$ cat config.mk
export PLATFORM = sky130hd
export DESIGN_NAME = if_fetch_unit
export DESIGN_NICKNAME = d
export VERILOG_FILES = /design/src/rtl/if_fetch_unit.sv
export SDC_FILE = /design/constraint.sdc
export NUM_CORES = 1
export LEC_CHECK = 0
export CAP_MARGIN = 10
export CORE_MARGIN = 2
export CORE_UTILIZATION = 44
export CTS_CLUSTER_DIAMETER = 100
export DETAILED_ROUTE_END_ITERATION = 6
export PLACE_DENSITY = 0.84
export SLEW_MARGIN = 20
export SYNTH_ARGS = -nofsm -noshare
export SYNTH_HDL_FRONTEND = slang
export SYNTH_SLANG_ARGS = --single-unit
$ cat constraint.sdc
create_clock -name clk -period 4.43 [get_ports clk]
set_clock_uncertainty 0.15 [all_clocks]
set_input_delay 0.886 -clock clk [delete_from_list [all_inputs] [get_ports clk]]
set_output_delay 0.886 -clock clk [all_outputs]
set_load 0.02 [all_outputs]
$ cat src/rtl/if_fetch_unit.sv
// ----------------------------------------------------------------------------
// if_fetch_unit
//   Instruction-fetch stage plus IF/ID pipeline register. Owns the
//   architectural PC and keeps at most one instruction-memory request
//   outstanding. Control hazards are resolved by flushing (predict not-taken).
//
// Parameters
//   W         datapath / address width
//   RESET_PC  PC value loaded at reset
//
// Ports
//   clk, rst      single clock; asynchronous active-high reset
//   pc_flush      redirect PC to flush_addr, kill younger fetch state
//   pc_stall      hold PC, issue no new request
//   id_stall      hold IF/ID register contents
//   flush_addr    redirect target (valid with pc_flush)
//   imem_req/addr fetch request and address (= PC)
//   imem_gnt      request accepted this cycle
//   imem_rvalid   response valid (one per granted request)
//   imem_rdata    instruction word
//   ifid_valid/pc/instr  IF/ID register toward decode (instr = 0 when invalid)
//
// Build option
//   FETCH_SKID_EN  when defined, a response that arrives while decode is
//                  stalled is parked in a 1-entry skid buffer instead of being
//                  dropped and refetched.
// ----------------------------------------------------------------------------
module if_fetch_unit #(
    parameter int unsigned  W        = 32,
    parameter logic [W-1:0] RESET_PC = 32'hBFC0_0000
) (
    input  logic         clk,
    input  logic         rst,
    input  logic         pc_flush,
    input  logic         pc_stall,
    input  logic         id_stall,
    input  logic [W-1:0] flush_addr,
    output logic         imem_req,
    output logic [W-1:0] imem_addr,
    input  logic         imem_gnt,
    input  logic         imem_rvalid,
    input  logic [W-1:0] imem_rdata,
    output logic         ifid_valid,
    output logic [W-1:0] ifid_pc,
    output logic [W-1:0] ifid_instr
);

    localparam logic [1:0] S_REQ   = 2'd0;
    localparam logic [1:0] S_WAIT  = 2'd1;
    localparam logic [1:0] S_DRAIN = 2'd2;
`ifdef FETCH_SKID_EN
    localparam logic [1:0] S_HOLD  = 2'd3;
`endif

    logic [1:0]   state_q, state_d;
    logic [W-1:0] pc_q, pc_d;
    logic [W-1:0] infl_pc_q, infl_pc_d;
    logic         ifid_valid_q, ifid_valid_d;
    logic [W-1:0] ifid_pc_q, ifid_pc_d;
    logic [W-1:0] ifid_instr_q, ifid_instr_d;
`ifdef FETCH_SKID_EN
    logic [W-1:0] skid_pc_q, skid_pc_d;
    logic [W-1:0] skid_instr_q, skid_instr_d;
`endif

    // An instruction handed to IF/ID this cycle (subject to flush/stall below).
    logic         deliver;
    logic [W-1:0] deliver_pc;
    logic [W-1:0] deliver_instr;

    assign imem_req  = (state_q == S_REQ) && !pc_stall && !pc_flush && !rst;
    assign imem_addr = pc_q;

    always_comb begin
        state_d       = state_q;
        pc_d          = pc_q;
        infl_pc_d     = infl_pc_q;
        deliver       = 1'b0;
        deliver_pc    = infl_pc_q;
        deliver_instr = imem_rdata;
`ifdef FETCH_SKID_EN
        skid_pc_d     = skid_pc_q;
        skid_instr_d  = skid_instr_q;
`endif
        case (state_q)
            S_REQ: begin
                if (pc_flush) begin
                    pc_d = flush_addr;
                end else if (imem_req && imem_gnt) begin
                    infl_pc_d = pc_q;
                    pc_d      = pc_q + W'(4);
                    state_d   = S_WAIT;
                end
            end
            S_WAIT: begin
                if (pc_flush) begin
                    // A response arriving with the flush closes the request; otherwise
                    // it is still owed and must be drained.
                    pc_d    = flush_addr;
                    state_d = imem_rvalid ? S_REQ : S_DRAIN;
                end else if (imem_rvalid) begin
                    if (!id_stall) begin
                        deliver = 1'b1;
                        state_d = S_REQ;
                    end else begin
`ifdef FETCH_SKID_EN
                        skid_pc_d    = infl_pc_q;
                        skid_instr_d = imem_rdata;
                        state_d      = S_HOLD;
`else
                        // Drop the word and rewind so it is fetched again.
                        pc_d    = infl_pc_q;
                        state_d = S_REQ;
`endif
                    end
                end
            end
            S_DRAIN: begin
                if (pc_flush) begin
                    pc_d = flush_addr;
                end
                if (imem_rvalid) begin
                    state_d = S_REQ;
                end
            end
`ifdef FETCH_SKID_EN
            S_HOLD: begin
                if (pc_flush) begin
                    skid_pc_d    = '0;
                    skid_instr_d = '0;
                    pc_d         = flush_addr;
                    state_d      = S_REQ;
                end else if (!id_stall) begin
                    deliver       = 1'b1;
                    deliver_pc    = skid_pc_q;
                    deliver_instr = skid_instr_q;
                    state_d       = S_REQ;
                end
            end
`endif
            default: state_d = S_REQ;
        endcase
    end

    // IF/ID register: flush beats stall; an unstalled cycle without a new
    // instruction inserts a bubble (NOP).
    always_comb begin
        ifid_valid_d = ifid_valid_q;
        ifid_pc_d    = ifid_pc_q;
        ifid_instr_d = ifid_instr_q;
        if (pc_flush) begin
            ifid_valid_d = 1'b0;
            ifid_instr_d = '0;
        end else if (!id_stall) begin
            if (deliver) begin
                ifid_valid_d = 1'b1;
                ifid_pc_d    = deliver_pc;
                ifid_instr_d = deliver_instr;
            end else begin
                ifid_valid_d = 1'b0;
                ifid_instr_d = '0;
            end
        end
    end

    always_ff @(posedge clk or posedge rst) begin
        if (rst) begin
            state_q      <= S_REQ;
            pc_q         <= RESET_PC;
            infl_pc_q    <= '0;
            ifid_valid_q <= 1'b0;
            ifid_pc_q    <= '0;
            ifid_instr_q <= '0;
`ifdef FETCH_SKID_EN
            skid_pc_q    <= '0;
            skid_instr_q <= '0;
`endif
        end else begin
            state_q      <= state_d;
            pc_q         <= pc_d;
            infl_pc_q    <= infl_pc_d;
            ifid_valid_q <= ifid_valid_d;
            ifid_pc_q    <= ifid_pc_d;
            ifid_instr_q <= ifid_instr_d;
`ifdef FETCH_SKID_EN
            skid_pc_q    <= skid_pc_d;
            skid_instr_q <= skid_instr_d;
`endif
        end
    end

    assign ifid_valid = ifid_valid_q;
    assign ifid_pc    = ifid_pc_q;
    assign ifid_instr = ifid_instr_q;

endmodule

==> out/results.ini <==
[worst_hold_path]
hp-class=reg -> reg
hold_end=ifid_valid
hold_depth=1
min_from=ifid_valid

[clock_tree]
clockBufferDepth=2
clk_latency_ns=0.42
tritoncts=yes
numCtsBuffers=17
ctsRootBufferMaster=clkbuf_16
clkTransAtPathRegs_ns=0.06
cts_hold_buf=0
ctsResizeCount=0
postCtsSetupBuffers=0
cts.sinks=131
htree_levels=4

[setup_path]
r2r-end=imem_addr[26]
worst_ep_arrival_time_ns=2.51
slowest_delay_ns=0.63
cp.required_ns=3.39
cp-end-kind=output pin
path_max_fanout=6
rr_worst_depth=7
timing.critical_path.cells=clkdlybuf4s50_1 -> nand2b_4 -> nor3_1 -> clkdlybuf4s50_1
r2r-start=state_q[1]
cp_common_cell=clkdlybuf4s50_1
crit_type=in -> out
crit_path_start=pc_flush
start_kind=input port
r2r_slack_ns=1.41
cp_slowest_cell=clkdlybuf4s50_1

[routing]
wirelength_um=17500
wl_per_cell_um=19.6
vias=5334
drtIter0Drc=645
firstDrtPassIters=7
ant_nets=0
via_per_inst=5.99
drc=0

[global_routing]
grt_overflow=0
grt_pass1_wl_um=26800
antenna_found_initial=0
grt_max_degree=132
grt_usage_pct=23.0
grt_pass1_vias=5198

[synth]
yosysSeqAreaShare_pct=52.5
synthCells=543
ys_types=63
synthArstFlopShare_pct=100
netlist_area_mm2=0.00626
synth-main-ff-cell=dfrtp_1
synth-seq-cells=131
syn_area_per_cell_um2=11.5
yosysTopAreaCell=dfrtp_1
yosysTopAreaCellShare_pct=48.8
synth_nets=619
yosys_warnings=0
synth.area.top_cells=dfrtp_1, mux2_2, a22o_1
synth-edff-count=0

[pwr]
powerDensity_mw_per_mm2=677
ir_drop_uv=391
power_uw=5880
leakage_uw=0.00369

[timing]
max-slew-margin-rel_pct=35.3
fin_crit_ns=3.55
rsz0062_at_grt=false
setup_tns_ns=0
slew_viol_final=0
period_share_pct=80.2
worst_pin_slew_ns=0.961
final-hold-violation-count=0
setup_viol=0
clock.fmax_ghz=0.282

[place]
dp_cells=859
place_area_mm2=0.00807
place_congestion=0.797
portBuffers=168
dpl.hpwl_um=11600

[finish]
finalInstanceArea_mm2=0.00868
nNetsFinal=774
n_fill_cell=1109
fin_cells=891
drive_gt1_share_pct=18.7
areaGrowthSynthToFinish_pct=38.7
num_antenna_cells=0

[floorplan]
coreArea_mm2=0.0139
row_count=43
io_pins=169
initial_core_util_pct=45.1
die_x_um=123
chipHeight_um=123
die_area_mm2=0.0152

[run]
cap_viol_max_count=0

[outcome]
status=completed

-- worst max-delay path: cells and delay by family --
kind | cells | cell delay, ns
and+or+nand+nor | 2 | 0.41
buffers and inverters | 2 | 1.21
-- state kept, by name (all words and copies together) (netlist names) --
register    count
deliver_pc     32
ifid_instr     32
ifid_pc        32
imem_addr      32
state_q         2
ifid_valid      1
-- cell families after synthesis --
group / synth area share, %
xor+xnor: 0.140
flops: 52.5
mux: 13.0
fa+ha+maj: 0.999
buf+inv: 3.68
compound gates: 18.7
simple gates: 11.0
-- cell usage in the layout, fill, tap and decap left out, types with 4 or more instances in the layout --
master | synthesis | layout
a221oi_1 | 8 | 8
a31oi_1 | 7 | 7
nand2_1 | 27 | 27
a22oi_1 | 6 | 6
mux2_2 | 57 | 57
o21ai_0 | 35 | 35
o31a_1 | 5 | 5
a222oi_1 | 8 | 8
and3_1 | 6 | 5
buf_4 | 1 | 6
a21oi_1 | 22 | 22
nand3_1 | 18 | 18
nor3_1 | 12 | 12
clkdlybuf4s50_1 | 0 | 168
ha_1 | 5 | 5
dfrtp_1 | 122 | 122
nand4_1 | 6 | 6
clkbuf_16 | 0 | 17
a22o_1 | 42 | 42
nor2_1 | 33 | 33
dfstp_2 | 9 | 9
inv_1 | 9 | 8
nor4_1 | 4 | 4
mux2_4 | 10 | 10
o211ai_1 | 5 | 5
clkinvlp_4 | 0 | 7
-- layout make-up --
class / instances / area (um^2) / area share, %
clock inverters: 15 / 184 / 2.12
well taps: 180 / 225 / 2.59
repair buffers: 175 / 1750 / 20.1
clock buffers: 17 / 425 / 4.90
inverters: 9 / 37.5 / 0.432
flip-flops and latches: 131 / 3290 / 37.9
multi-input cells: 364 / 2770 / 31.9
-- report_power, final --
part           internal (uW)  switching [uW]  total [uW]
Clock                    888             551        1440
Sequential              1630             446        2080
Combinational           1110            1260        2360
-- routing by layer --
layer | routed length, um | vias up | GRT usage [%]
li1 | - | 2376 | -
met2 | 8430 | 257 | 36.2
met4 | 414 | 0 | 9.59
met5 | 0 | - | 0
met1 | 7300 | 2662 | 30.0
met3 | 1310 | 39 | 6.09
-- worst max-delay path by stage --
stage / end / cells after the start / slack (ns)
after floorplan: deliver_pc[0] / 1 / 1.78
after global placement: deliver_pc[17] / 4 / 0.85
after detailed placement: deliver_pc[17] / 4 / 0.76
after CTS: imem_req / 4 / 0.89
after global routing: imem_req / 4 / 0.82
final: imem_req / 4 / 0.88
-- synthesized netlist by cell type (all sizes together), types with 2 or more instances --
library cell,n
buf,23
mux2,68
a22o,42
nor3b,2
ha,5
inv,9
a222oi,8
a31oi,7
o31a,5
a21o,3
nor2,34
and3,8
clkbuf,16
o22ai,2
a21oi,22
o21ai,38
nor2b,2
nand4,9
dfstp,9
nand3,19
nor4,5
nor3,12
and4,2
dfrtp,122
a22oi,6
a221oi,8
o2bb2ai,3
nand2,27
o211ai,5
a211o,2
-- metrics by stage --
stage	utilization, %	setup WS (ns)	hold WS (ns)
final	62.5	0.879	0.344
after global routing	62.5	0.820	0.365
after CTS	62.5	0.886	0.352
after detailed placement	58.1	0.764	0.339
after global placement	58.1	0.855	0.321
after floorplan	-	1.78	0.310
Note: power is estimated with default switching activity, not from simulation.
